===== src/rtl/if_fetch_stage.sv =====
// Instruction-fetch stage: owns the PC, issues word fetches over an sram-like handshake and
// buffers returned {pc, inst} pairs for decode. Redirects flush and cancel in-flight fetches.
module if_fetch_stage #(
  parameter logic [31:0] RESET_PC = 32'h1C00_0000,
  parameter int unsigned DEPTH    = 2
) (
  input  logic        cpu_clk,
  input  logic        cpu_rstn,
  output logic        inst_req,
  output logic [31:0] inst_addr,
  input  logic        inst_addr_ok,
  input  logic        inst_data_ok,
  input  logic [31:0] inst_rdata,
  input  logic        redirect_valid,
  input  logic [31:0] redirect_pc,
  output logic        id_valid,
  input  logic        id_ready,
  output logic [31:0] id_pc,
  output logic [31:0] id_inst
);

  localparam int unsigned PW = $clog2(DEPTH);
  localparam int unsigned CW = PW + 2;
  localparam logic [CW-1:0] DEPTH_C = CW'(DEPTH);

  logic [31:0]   pc;
  logic [31:0]   rq_pc   [DEPTH];
  logic [31:0]   ib_pc   [DEPTH];
  logic [31:0]   ib_inst [DEPTH];
  logic [PW-1:0] rq_wr, rq_rd, ib_wr, ib_rd;
  logic [CW-1:0] out_cnt, buf_cnt, cancel_cnt;

  logic issue, resp, drop, pop;
  logic unused_bits;

  assign unused_bits = ^redirect_pc[1:0];

  assign inst_req  = cpu_rstn && !redirect_valid && ((out_cnt + buf_cnt + cancel_cnt) < DEPTH_C);
  assign inst_addr = pc;
  assign id_valid  = (buf_cnt != '0);
  assign id_pc     = ib_pc[ib_rd];
  assign id_inst   = ib_inst[ib_rd];

  assign issue = inst_req && inst_addr_ok;
  assign resp  = inst_data_ok && (cancel_cnt == '0);
  assign drop  = inst_data_ok && (cancel_cnt != '0);
  assign pop   = id_valid && id_ready;

  always_ff @(posedge cpu_clk or negedge cpu_rstn) begin
    if (!cpu_rstn) begin
      pc         <= RESET_PC;
      rq_wr      <= '0;
      rq_rd      <= '0;
      ib_wr      <= '0;
      ib_rd      <= '0;
      out_cnt    <= '0;
      buf_cnt    <= '0;
      cancel_cnt <= '0;
      for (int unsigned i = 0; i < DEPTH; i++) begin
        rq_pc[i]   <= '0;
        ib_pc[i]   <= '0;
        ib_inst[i] <= '0;
      end
    end else if (redirect_valid) begin
      pc      <= {redirect_pc[31:2], 2'b00};
      rq_wr   <= '0;
      rq_rd   <= '0;
      ib_wr   <= '0;
      ib_rd   <= '0;
      out_cnt <= '0;
      buf_cnt <= '0;
      // Any response this cycle retires one outstanding slot, live or already cancelled.
      cancel_cnt <= cancel_cnt + out_cnt - CW'(inst_data_ok);
    end else begin
      if (issue) begin
        rq_pc[rq_wr] <= pc;
        rq_wr        <= rq_wr + PW'(1);
        pc           <= pc + 32'd4;
      end
      if (resp) begin
        ib_pc[ib_wr]   <= rq_pc[rq_rd];
        ib_inst[ib_wr] <= inst_rdata;
        ib_wr          <= ib_wr + PW'(1);
        rq_rd          <= rq_rd + PW'(1);
      end
      if (pop) begin
        ib_rd <= ib_rd + PW'(1);
      end
      if (drop) begin
        cancel_cnt <= cancel_cnt - CW'(1);
      end
      case ({issue, resp})
        2'b10:   out_cnt <= out_cnt + CW'(1);
        2'b01:   out_cnt <= out_cnt - CW'(1);
        default: out_cnt <= out_cnt;
      endcase
      case ({resp, pop})
        2'b10:   buf_cnt <= buf_cnt + CW'(1);
        2'b01:   buf_cnt <= buf_cnt - CW'(1);
        default: buf_cnt <= buf_cnt;
      endcase
    end
  end

`ifndef SYNTHESIS
  // A response with nothing outstanding means the memory side broke the protocol.
  a_no_orphan_resp: assert property (@(posedge cpu_clk) disable iff (!cpu_rstn)
    !(inst_data_ok && (out_cnt == '0) && (cancel_cnt == '0)));
`endif

endmodule


===== config.mk =====
export PLATFORM = sky130hd
export DESIGN_NAME = if_fetch_stage
export DESIGN_NICKNAME = d
export VERILOG_FILES = /design/src/rtl/if_fetch_stage.sv
export SDC_FILE = /design/constraint.sdc
export NUM_CORES = 1
export LEC_CHECK = 0
export CAP_MARGIN = 25
export CORE_ASPECT_RATIO = 0.75
export CORE_MARGIN = 2
export CORE_UTILIZATION = 56
export CTS_BUF_LIST = sky130_fd_sc_hd__clkbuf_2 sky130_fd_sc_hd__clkbuf_4 sky130_fd_sc_hd__clkbuf_8
export DETAILED_ROUTE_END_ITERATION = 8
export PLACE_DENSITY = 0.83
export SYNTH_ARGS = -nofsm -noshare
export SYNTH_HDL_FRONTEND = slang
export SYNTH_SLANG_ARGS = --single-unit

===== constraint.sdc =====
create_clock -name cpu_clk -period 3.6 [get_ports cpu_clk]
set_input_delay 0.36 -clock cpu_clk [delete_from_list [all_inputs] [get_ports cpu_clk]]
set_output_delay 0.36 -clock cpu_clk [all_outputs]
set_load 0.05 [all_outputs]

# After elaboration in Yosys (flattened, before gate mapping)
# Cells that the tools add are included.
# word_totals
rom_bits	0
ff_bits	237
mem_count	0
ram_bits	0
wordCells	96
out_inout_bits	98
latch_bits	0
# op_classes
multipliers	0
shift	0
n_mux	32
n_div	0
bitwise_logic	5
reduce_logical	20
n_lt_le_gt_ge	7
n_eq_ne	4
add_sub_neg	14
# ops
operator	n
two-way mux 32 bit	13
bitwise mux 64 bit	3
demux 32 bit (select 1 bit)	2
adder 32 x 3 -> 32 bit, second input constant	1
two-way mux 3 bit	4
one-hot mux 3 bit (2 select lines)	2
nonzero test 3 bit	4
adder 3 bit	3
subtractor 3 x 1 -> 3 bit, second input constant	3
>= comparator 2 bit, second input constant	4
logical AND 1 bit	8
two-way mux 1 bit	8
inverter 1 -> 2 bit	4
nonzero test 2 bit	4
adder 3 x 1 -> 3 bit, second input constant	2
adder 1 bit, second input constant	4
equality test 2 x 1 -> 1 bit, second input constant	2
equality test 2 bit, second input constant	2
< comparator 2 x 1 -> 1 bit, second input constant	2
AND reduction 2 bit	2
logical NOT 3 bit	1
< comparator 3 x 2 -> 1 bit, second input constant	1
subtractor 3 x 1 -> 3 bit	1
logical NOT 1 bit	1
inverter 1 bit	1

# Logic depth before layout (Yosys ltp)
# logic_depth
word_depth	8
depth_mapped	12
depth_no_buf	11

# Worst setup path after synthesis
# No wires, ideal clock.
# synth_path
path_kind	register to register
startpoint	register out_cnt[1]
endpoint	register out_cnt[1]
path_slack_ps	306
stages_incl_launch_ff	12
setup_ps	94
t_arrival_ps	3200
required_time_ps	3506
cell_sequence	dfrtp_1 -> fa_1 -> ha_1 -> nor4bb_1 -> buf_2 -> buf_2 -> a21oi_1 -> fa_1 -> or3_1 -> o21ai_0 -> a311o_1 -> a211oi_1
# synth_between
elab_chain_len	8
# synth_rtl
item	line	source
start: declaration	31	logic [CW-1:0] out_cnt, buf_cnt, cancel_cnt;
start signal: assignment	93	2'b10: out_cnt <= out_cnt + CW'(1);
start signal: assignment	94	2'b01: out_cnt <= out_cnt - CW'(1);
start signal: assignment	95	default: out_cnt <= out_cnt;
adder 3 bit (2 in series)	38	assign inst_req = cpu_rstn && !redirect_valid && ((out_cnt + buf_cnt + cancel_cnt) < DEPTH_C);
< comparator 3 x 2 -> 1 bit	38	
logical AND 1 bit	38	
logical AND 1 bit	44	assign issue = inst_req && inst_addr_ok;
equality test 2 x 1 -> 1 bit / equality test 2 bit (equally long branches)	92	case ({issue, resp})
one-hot mux 3 bit (2 select lines)	92	
two-way mux 3 bit	64	end else if (redirect_valid) begin
# Parallel ways exist; a longest one is shown, timed or not.
# A chain may end at the register's enable or synchronous reset.

# Worst setup path after layout
# layout_path
startpoint	register out_cnt[1]
endpoint	output port inst_req
# layout_between
elab_chain_len	4
# layout_rtl
item	line	source
adder 3 bit (2 in series)	38	
< comparator 3 x 2 -> 1 bit	38	
logical AND 1 bit	38	
end: declaration	9	output logic inst_req,
# No other way between the ends.

==> impl_metrics.tcl <==
set metrics [dict create \
    status "finished, violations left" \
    violations "negative hold slack" \
    min-delay-path-class "input port to asynchronous set/reset pin" \
    yosys.area_share.xor_xnor 0.0208 \
    fmax_mhz 294 \
    finalCriticalPeriod_ps 3400 \
    coreArea_mm2 0.0186 \
    avgSynthCellArea_um2 12.0 \
    crit_arrival_ps 3040 \
    synth_top_cells_by_area "dfrtp_1 (52%), mux2_2 (20%), mux2i_1 (3.2%), o21ai_0 (2.3%), nand2_1 (2.0%)" \
    first_iter_violations 666 \
    fin_util 0.717 \
    post_drt_wl_per_cell_um 18.3 \
    dpl_cell_area_mm2 0.0125 \
    overflow 0 \
    seqPwrFrac 0.345 \
    cts_sinks 227 \
    cts_hold_buf 0 \
    busiest_layer "met1" \
    numCtsBuffers 37 \
    worst-path-buf-inv 2 \
    crit_required_ps 3240 \
    synth_top_area_share 0.524 \
    drt_pass1_iterations 5 \
    num-fill-cells 1322 \
    die_height_um 124 \
    cts_tree "built" \
    grt_max_degree 165 \
    grt_antenna_before_repair 0 \
    cp_cell_sequence "fa_1 -> ha_1 -> xnor2_2 -> xnor3_1 -> buf_4 -> and3_1 -> buf_4" \
    fin_nets 1134 \
    setup_tns_ps 0 \
    synth.area.mux_share 0.230 \
    synthCells 892 \
    path_common_cell "buf_4" \
    crit_fanout 8 \
    grt_pass1_vias 7327 \
    postCtsSetupRepairBufs 0 \
    viasPerCell 5.59 \
    synth-seq-area-share 0.531 \
    worst_pin_slew_ps 938 \
    clockBufferDepth 3 \
    ys_ff_latch 227 \
    diodes 0 \
    cp_slowest_stage_delay_ps 500 \
    pin_count 168 \
    fin_worst_skew_ps 27.6 \
    p_clk_frac 0.207 \
    async_flop_share 1.00 \
    dpl.cell_count 1260 \
    worstSetupEndpointType "output pin" \
    synth_compound_area_frac 0.0701 \
    yosysMostFrequentCell "dfrtp_1" \
    synth-edff-count 0 \
    max_cap_viol_count 0 \
    critPathLaunchType "flip-flop" \
    synth_warnings 0 \
    synthTopCellsByCount "dfrtp_1 (224), mux2_2 (188), nand2_1 (56), o21ai_0 (50), nor2_1 (49)" \
    rsz0062_at_grt "no" \
    timing.slew.headroom 0.375 \
    synthToLayoutAreaGrowth_pct 24.9 \
    gp_congestion 0.845 \
    holdWs_ps -77.8 \
    io_buffers 161 \
    critical-path-top-delay-family "adder cells" \
    netSwitchingFraction 0.400 \
    rows 43 \
    drive_gt1_frac 0.269 \
    synth.distinct_cells 53 \
    ir_worst_vdd_v 0.000570 \
    synthSimpleGateAreaFrac 0.0984 \
    hold_viol_final 10 \
    grt_use_met1 0.371 \
    grt_pass1_wl_mm 38.7 \
    grt_util_met3 0.0470 \
    grt_use_met2 0.363 \
    p_switching_mw 4.60 \
    synthesis.area_mm2 0.0107 \
    synth_top_area_cell "dfrtp_1" \
    leakagePower_nw 5.92 \
    dieArea_mm2 0.0202 \
    root_buffer "clkbuf_8" \
    p_int_mw 6.90 \
    setup_viol 0 \
    totalWireLength_mm 24.3 \
    clkTransAtPathRegs_ps 60 \
    ant_nets 0 \
    instances_no_fill 1326 \
    synth-main-ff-cell "dfrtp_1" \
    synth_top_family_by_area "multiplexers" \
    cts_max_level 2 \
    cpMaxStageDelayCell "fa_1" \
    power.density_mw_per_mm2 861 \
    vias 7416 \
    combPwrFrac 0.447 \
    slew_violations 0 \
    drcViolationCount 0 \
    start_util 0.575 \
    die_w_um 164 \
    post-dp-hpwl_mm 15.9 \
    synthAdderAreaFrac 0.0168 \
    grt_usage 0.246 \
    final_area_mm2 0.0134 \
    clk_latency_ps 530 \
    path_class "flip-flop to output pin" \
    fin_crit_sh 0.944 \
]
registers in the layout (all words and copies together), names as in the netlist:
name and count:
ib_inst 64, ib_pc 60, rq_pc 60, inst_addr 30
buf_cnt 3, cancel_cnt 3, out_cnt 3, ib_rd 1
ib_wr 1, rq_rd 1, rq_wr 1
through the flow:
stage               total power [mW]  setup WS, ps
global placement                8.99           312
finish                          11.5           203
floorplan                       7.52           306
global route                    12.1          54.1
detailed placement              9.13           159
CTS                             11.6           189
repair_timing:
item                                    in CTS  in global routing
endpoints found under the hold margin        0                  0
resized for setup                            0                  1
endpoints found under the setup margin       0                  2
area by class of cell:
cell class | instances | area (um2) | share of cell area
inverter | 12 | 45.0 | 0.00337
clock buffer | 61 | 752 | 0.0563
tap | 247 | 309 | 0.0231
clock inverter | 5 | 55.1 | 0.00412
timing repair buffer | 180 | 1800 | 0.135
sequential | 227 | 5690 | 0.426
multi-input combinational | 594 | 4710 | 0.352
logic make-up (layout without fill, tap and decap cells):
| kind of cell | count (synthesis) | in the layout |
|---|---|---|
| buf+inv | 74 | 258 |
| xor+xnor | 23 | 23 |
| mux | 222 | 222 |
| flops | 227 | 227 |
| simple gates | 208 | 208 |
| other cells | 1 | 4 |
| compound gates | 125 | 125 |
| fa+ha+maj | 12 | 12 |
power groups by stage:
stage	combinational, mW	clock (mW)	sequential (mW)
after global placement	5.04	0	3.95
final	5.14	2.39	3.97
after floorplan	3.53	0	3.99
after CTS	5.16	2.43	3.97
after global routing	5.48	2.57	4.08
after detailed placement	5.13	0	4.00
path summary, 6_finish.rpt:
path,from,to,slack [ps],cells after the start
max,out_cnt[1],inst_req,200,7
min,cpu_rstn,cancel_cnt[0],-80,2
max reg2reg,out_cnt[1],out_cnt[1],380,9
min reg2reg,ib_pc[22],ib_pc[22],470,2
max in group asynchronous,cpu_rstn,ib_rd,2280,3
min in group cpu_clk,redirect_valid,inst_addr[21],300,3
layer usage:
metal / up-vias / wire length, um
li1: 3491 / -
met4: 0 / 420
met3: 36 / 1470
met5: - / 0
met1: 3684 / 11500
met2: 205 / 10900
layout by cell type (no fill, tap or decap), types with 16 or more instances in the layout:
| cell type | synthesis | layout |
|---|---|---|
| a21oi_1 | 38 | 38 |
| buf_4 | 7 | 16 |
| clkbuf_8 | 0 | 47 |
| clkdlybuf4s50_1 | 0 | 158 |
| dfrtp_1 | 224 | 223 |
| mux2_2 | 188 | 188 |
| mux2i_1 | 34 | 34 |
| nand2_1 | 56 | 56 |
| nand3_1 | 29 | 29 |
| nor2_1 | 49 | 48 |
| o21ai_0 | 50 | 50 |
Power figures use the tool's default switching activity.
